`src/rtl/mem_arbiter.sv`:
```
// rtl/mem_arbiter.sv - shares one memory port between fetch and data requesters
// Optional MEM_ARB_RR_EN: round-robin arbitration instead of fixed data priority.
module mem_arbiter #(
    parameter int ADDR_W = 32,
    parameter int DATA_W = 32
) (
    input  logic                clk_i,
    input  logic                reset_i,
    input  logic                if_req_valid_i,
    output logic                if_req_ready_o,
    input  logic [ADDR_W-1:0]   if_req_addr_i,
    output logic                if_rsp_valid_o,
    output logic [DATA_W-1:0]   if_rsp_data_o,
    input  logic                d_req_valid_i,
    output logic                d_req_ready_o,
    input  logic [ADDR_W-1:0]   d_req_addr_i,
    input  logic                d_req_we_i,
    input  logic [DATA_W-1:0]   d_req_wdata_i,
    input  logic [DATA_W/8-1:0] d_req_wmask_i,
    output logic                d_rsp_valid_o,
    output logic [DATA_W-1:0]   d_rsp_data_o,
    output logic                mem_req_valid_o,
    input  logic                mem_req_ready_i,
    output logic [ADDR_W-1:0]   mem_req_addr_o,
    output logic                mem_req_we_o,
    output logic [DATA_W-1:0]   mem_req_wdata_o,
    output logic [DATA_W/8-1:0] mem_req_wmask_o,
    input  logic                mem_rsp_valid_i,
    input  logic [DATA_W-1:0]   mem_rsp_data_i
);
    localparam int MASK_W = DATA_W / 8;

    typedef enum logic [1:0] {IDLE, ISSUE, WAIT} state_t;

    state_t              state_q, state_d;
    logic                owner_d_q, owner_d_d;
    logic [ADDR_W-1:0]   addr_q, addr_d;
    logic                we_q, we_d;
    logic [DATA_W-1:0]   wdata_q, wdata_d;
    logic [MASK_W-1:0]   wmask_q, wmask_d;
    logic                if_rsp_valid_q, if_rsp_valid_d;
    logic                d_rsp_valid_q, d_rsp_valid_d;
    logic [DATA_W-1:0]   if_rsp_data_q, if_rsp_data_d;
    logic [DATA_W-1:0]   d_rsp_data_q, d_rsp_data_d;
    logic                grant_d, grant_if;
    logic                rsp_fire;

`ifdef MEM_ARB_RR_EN
    // 1 = fetch was granted last; reset value lets data win first
    logic last_fetch_q, last_fetch_d;

    always_comb begin
        grant_d  = d_req_valid_i && (!if_req_valid_i || last_fetch_q);
        grant_if = if_req_valid_i && (!d_req_valid_i || !last_fetch_q);
    end
`else
    always_comb begin
        grant_d  = d_req_valid_i;
        grant_if = if_req_valid_i && !d_req_valid_i;
    end
`endif

    assign rsp_fire = (state_q == WAIT) && mem_rsp_valid_i;

    always_comb begin
        state_d        = state_q;
        owner_d_d      = owner_d_q;
        addr_d         = addr_q;
        we_d           = we_q;
        wdata_d        = wdata_q;
        wmask_d        = wmask_q;
        if_rsp_valid_d = 1'b0;
        d_rsp_valid_d  = 1'b0;
        if_rsp_data_d  = if_rsp_data_q;
        d_rsp_data_d   = d_rsp_data_q;
        if_req_ready_o = 1'b0;
        d_req_ready_o  = 1'b0;
`ifdef MEM_ARB_RR_EN
        last_fetch_d   = last_fetch_q;
`endif
        case (state_q)
            IDLE: begin
                d_req_ready_o  = grant_d;
                if_req_ready_o = grant_if;
                if (grant_d) begin
                    state_d   = ISSUE;
                    owner_d_d = 1'b1;
                    addr_d    = d_req_addr_i;
                    we_d      = d_req_we_i;
                    wdata_d   = d_req_wdata_i;
                    wmask_d   = d_req_wmask_i;
`ifdef MEM_ARB_RR_EN
                    last_fetch_d = 1'b0;
`endif
                end else if (grant_if) begin
                    state_d   = ISSUE;
                    owner_d_d = 1'b0;
                    addr_d    = if_req_addr_i;
                    we_d      = 1'b0;
                    wdata_d   = '0;
                    wmask_d   = '0;
`ifdef MEM_ARB_RR_EN
                    last_fetch_d = 1'b1;
`endif
                end
            end
            ISSUE: begin
                if (mem_req_ready_i) state_d = WAIT;
            end
            WAIT: begin
                if (rsp_fire) begin
                    state_d = IDLE;
                    if (owner_d_q) begin
                        d_rsp_valid_d = 1'b1;
                        d_rsp_data_d  = we_q ? '0 : mem_rsp_data_i;
                    end else begin
                        if_rsp_valid_d = 1'b1;
                        if_rsp_data_d  = mem_rsp_data_i;
                    end
                end
            end
            default: state_d = IDLE;
        endcase
    end

    always_ff @(posedge clk_i or posedge reset_i) begin
        if (reset_i) begin
            state_q        <= IDLE;
            owner_d_q      <= 1'b0;
            addr_q         <= '0;
            we_q           <= 1'b0;
            wdata_q        <= '0;
            wmask_q        <= '0;
            if_rsp_valid_q <= 1'b0;
            d_rsp_valid_q  <= 1'b0;
            if_rsp_data_q  <= '0;
            d_rsp_data_q   <= '0;
`ifdef MEM_ARB_RR_EN
            last_fetch_q   <= 1'b1;
`endif
        end else begin
            state_q        <= state_d;
            owner_d_q      <= owner_d_d;
            addr_q         <= addr_d;
            we_q           <= we_d;
            wdata_q        <= wdata_d;
            wmask_q        <= wmask_d;
            if_rsp_valid_q <= if_rsp_valid_d;
            d_rsp_valid_q  <= d_rsp_valid_d;
            if_rsp_data_q  <= if_rsp_data_d;
            d_rsp_data_q   <= d_rsp_data_d;
`ifdef MEM_ARB_RR_EN
            last_fetch_q   <= last_fetch_d;
`endif
        end
    end

    assign mem_req_valid_o = (state_q == ISSUE);
    assign mem_req_addr_o  = addr_q;
    assign mem_req_we_o    = we_q;
    assign mem_req_wdata_o = wdata_q;
    assign mem_req_wmask_o = wmask_q;
    assign if_rsp_valid_o  = if_rsp_valid_q;
    assign if_rsp_data_o   = if_rsp_data_q;
    assign d_rsp_valid_o   = d_rsp_valid_q;
    assign d_rsp_data_o    = d_rsp_data_q;

endmodule
```
`config.mk`:
```
export PLATFORM = sky130hd
export DESIGN_NAME = mem_arbiter
export DESIGN_NICKNAME = d
export VERILOG_FILES = /design/src/rtl/mem_arbiter.sv
export SDC_FILE = /design/constraint.sdc
export NUM_CORES = 1
export LEC_CHECK = 0
export ABC_AREA = 1
export CORE_MARGIN = 1.5
export CORE_UTILIZATION = 38
export DETAILED_ROUTE_END_ITERATION = 10
export GPL_ROUTABILITY_DRIVEN = 1
export PLACE_DENSITY_LB_ADDON = 0.2
export SKIP_LAST_GASP = 1
export SLEW_MARGIN = 20
export SYNTH_ARGS = -nofsm -noshare
export SYNTH_HDL_FRONTEND = slang
export SYNTH_SLANG_ARGS = --single-unit
```
`constraint.sdc`:
```
create_clock -name clk_i -period 5.48 [get_ports clk_i]
set_input_delay 1.644 -clock clk_i [delete_from_list [all_inputs] [get_ports clk_i]]
set_output_delay 1.644 -clock clk_i [all_outputs]
set_load 0.02 [all_outputs]
```
# == Word-level counts from Yosys, hierarchy flattened ==
# Cells that the tools add are included.
# totals
register_bits,138
inputBits,139
out_inout_bits,138
elab_cells,48
# op_classes
eq_ne,5
n_mux,23
n_bitwise,1
n_reduce_logical,9
# op_table
operator,count
$mux 32,5
$mux 1,11
$reduce_and 3->1,3
$mux 2,4
$mux 4,2
$pmux 2 s3,1
$ne 3x3->1 const B,1
$eq 2x1->1 const B,1
$eq 2x2->1 const B,1
$logic_and 1x1->1,2
$logic_not 2->1,1
$ne 2x1->1 const B,1
$ne 2x2->1 const B,1
$reduce_and 2->1,1
$reduce_bool 2->1,1
$logic_not 1->1,1
$not 1->1,1

# == Depth between registers and ports, before layout ==
# logic_depth
word_depth,5
depth_mapped,7
mapped_depth_nobuf,5

# == Least setup slack after synthesis ==
# Ideal clock, no wire load.
# synth_path
path_type,input -> output
startpoint,in d_req_valid_i
endpoint,out if_req_ready_o
t_arrival_ps,2433
slack_ps,1403
stages,5
cell_sequence,buf_4 inv_2 buf_2 nand2_1 nor2_1
# synth_via
elab_chain_cells,3
# synth_lines
element,line,text
from (decl),14,"input logic d_req_valid_i,"
$logic_not 1->1,59,grant_if = if_req_valid_i && !d_req_valid_i;
$logic_and 1x1->1,59,
$mux 1,81,case (state_q)
to (decl),10,"output logic if_req_ready_o,"
# Every way passes these cells.

# == Worst setup path after layout ==
# layout_path
startpoint,in d_req_valid_i
endpoint,out d_req_ready_o
# layout_via
elab_chain_cells,1
# layout_lines
element,line,text
$mux 1,81,
to (decl),15,"output logic d_req_ready_o,"
# Every way passes these cells.

==> metrics.md <==
| Metric | Value |
|---|---|
| Crit. End Element | output pin |
| NumNets Final | 1166 |
| RSZ-0062 raised after global routing | no |
| Slowest stage delay, CP | 0.64 ns |
| Crit-path slowest cell | clkdlybuf4s50_1 |
| Synth warnings | 0 |
| CTS max path bufs | 2 |
| Placer Congestion | 0.781 |
| DR DRC count | 0 |
| Die area | 16700 sq um |
| Layout cells sized above 1 | under 10% |
| Fin. max-slew vios | 0 |
| Setup TNS | 0 ns |
| I/O pin count | 277 |
| Core area | 15400 sq um |
| Die Span Y | 129 um |
| Hold_ws | 0.467 ns |
| Peak supply drop | 0.000403 V |
| Number of vias in the routed layout | 5679 |
| Post-CTS Hold Buffers | 0 |
| Hold path cells | 2 |
| Number of gates resized after cts | 0 |
| Cell count after synthesis | 767 |
| Number of global-route vias before repair | 5445 |
| Sequential area share after synthesis | 57.1% |
| Req. time, crit path | 3.84 ns |
| Worst-margin pin slew | around 0.86 ns |
| Crit path max-delay family | buffers and inverters |
| R2r worst-path depth | 5 |
| Mapped Area | slightly above 6000 sq um |
| Min Tclk post-route | 4.60 ns |
| Status | completed |
| Register Area | between 3000 and 4000 sq um |
| Mean Syn Cell Area | 7.88 sq um |
| WP data arrival | just under 3 ns |
| Num CTS Buffers | 17 |
| Die Width | about 130 um |
| Hpwl dp | 12200 um |
| Crit-path cells | clkdlybuf4s50_1 -> inv_2 -> nor2_4 -> clkdlybuf4s50_1 |
| Drt pass-1 iters | 4 |
| Worst r2r src | state_q[1]$_DFFE_PP0P_ |
| Htree depth | 4 |
| R2r setup slk | 3.05 ns |
| Syn_nets | 906 |
| Synthesis-stage register bit count | between 100 and 150 |
| Max-cap violations | 0 |
| GR Util All Layers | 22.2% |
| Max Fclk | between 200 and 250 MHz |
| Antenna violations before repair | 0 |
| Row cnt | 45 |
| Final hold vios | 0 |
| Worst skew pair latency | roughly 0.41 ns |
| Most common cell after layout, fill and taps aside | nand2_1 |
| Worst Hold Path EP | mem_req_wdata_o[1]$_DFFE_PP0P_ |
| Via density | approximately 4.5 |
| Netlist cell types | 18 |
| Largest net degree at the start of global routing | 95 |
| Initial Util | 39.3% |
| Fill cell count | 1393 |
| Crit path kind | in2out |
| Area Growth Syn to Fin | 57.5% |
| CP max FO | 3 |
| Area of the multi-input gates | 2220 sq um |
| Setup Skew | 0.00726 ns |
| Hold WC Path Type | reg2reg |
| CTS Sinks | 138 |
| First-pass GRT wire length | between 20000 and 30000 um |
| HP Start | mem_req_wdata_o[1]$_DFFE_PP0P_ |
| Routed wire length | 17700 um |
| PD cells | 562 nW/um^2 |
| Reg-to-reg endpoint | if_rsp_data_o[4]$_DFFE_PP0P_ |
| Ant. Diodes | 0 |
| Crit path top cell by count | clkdlybuf4s50_1 |
| Post-CTS Setup Bufs | 0 |
| Commonest non-fill, non-tap cells in the layout | nand2_1, clkdlybuf4s50_1, dfrtp_1, nor2_1, inv_1 |
| Buffers added on ports | 276 |
| Wirelength per Cell | 14.2 um |
| Initial DRC count | around 260 |
| P_leak | approximately 4.9 nW |
| Root buf cell | clkbuf_16 |
| Crit start category | primary input |
| Clock transition at the registers of the reported paths | 0.06 ns |
| CTS tree | yes |
| Tcrit/Tclk final | 83.9% |
| Final setup viols | 0 |
| CP bufs+invs | 3 |
| Post-detailed-route count of antenna-violating nets | 0 |
| Gr ovfl total | 0 |
| Slew HR | around 43% |
[layer usage]
metal	track usage, %	share of wire (%)	vias to the layer above	wire length [um]
met5	0	0	-	0
met4	8.20	1.8	0	325
met3	6.85	7.9	20	1410
met2	36.4	48	227	8520
met1	27.6	42	2587	7470
li1	-	-	2845	-
[layout make-up]
class | instances | share of cell area, %
clock buffers | 24 | 5.38
clock inverters | 7 | 0.920
inverters | 40 | 1.63
multi-input cells | 545 | 23.3
flip-flops and latches | 138 | 36.3
well taps | 211 | 2.77
repair buffers | 285 | 29.7
[worst reg2reg max path, cell delays in order (launching register included)]
cell and delay (ns):
dfrtp_1 0.41, inv_2 0.10, nor2_4 0.66, nand3_2 0.81, nand2_1 0.26, nand2_1 0.08
[cell families after synthesis]
group,count (synthesis),share of synthesized area (%)
and+or+nand+nor,541,36.1
DFF,138,57.1
AOI/OAI and AO/OA,4,0.435
buffers and inverters,84,6.29
[worst max-delay path by stage]
stage | startpoint | end | slack, ns | depth (start not counted)
after CTS | d_req_valid_i | d_req_ready_o | 0.86 | 4
after floorplan | reset_i | d_rsp_data_o[0]$_DFFE_PP0P_ | 0.14 | 1
after detailed placement | d_req_valid_i | d_req_ready_o | 0.86 | 4
after global placement | d_req_valid_i | d_req_ready_o | 0.87 | 4
after global routing | if_req_valid_i | if_req_ready_o | 0.80 | 4
final | d_req_valid_i | d_req_ready_o | 0.88 | 4
[Yosys cell counts]
library cell	n	area share, %
buf_2	25	2.1
buf_4	5	0.62
buf_6	2	0.37
clkbuf_1	12	0.75
dfrtp_1	138	57
inv_1	36	2.2
inv_2	4	0.25
nand2_1	456	28
nand2_2	10	1.0
nand2_4	1	0.19
nand3_1	1	0.083
nand3_2	1	0.17
nand4_1	33	3.4
nor2_1	35	2.2
nor2_4	4	0.75
o21ai_0	2	0.17
o21ai_2	1	0.14
o31ai_1	1	0.12
[state kept, by name (all words and copies together), names as in the netlist]
register	cells
if_rsp_valid_o	1
mem_req_wmask_o	4
state_q	2
if_rsp_data_o	32
d_rsp_data_o	32
mem_req_addr_o	32
d_rsp_valid_o	1
owner_d_q	1
mem_req_we_o	1
mem_req_wdata_o	32
[where the power goes]
group / switching (mW) / internal (mW) / total (mW)
combinational: 1.42 / 1.07 / 2.49
clock: 0.408 / 0.737 / 1.14
sequential: 0.243 / 1.46 / 1.71
total: 2.07 / 3.27 / 5.35
[through the flow]
stage | utilization [%] | instance area (sq um) | setup slack, ns | std cells | total power [mW]
3_3_place_gp | 58.0 | 8920 | 0.868 | 1219 | 4.21
5_1_grt | 61.9 | 9520 | 0.804 | 1250 | 5.69
4_1_cts | 61.9 | 9520 | 0.862 | 1250 | 5.41
2_1_floorplan | - | 6040 | 0.140 | 767 | 3.01
6_report | 61.9 | 9520 | 0.882 | 1250 | 5.35
3_5_place_dp | 58.0 | 8920 | 0.862 | 1219 | 4.24
No activity file was read; power rests on OpenSTA's default activity.
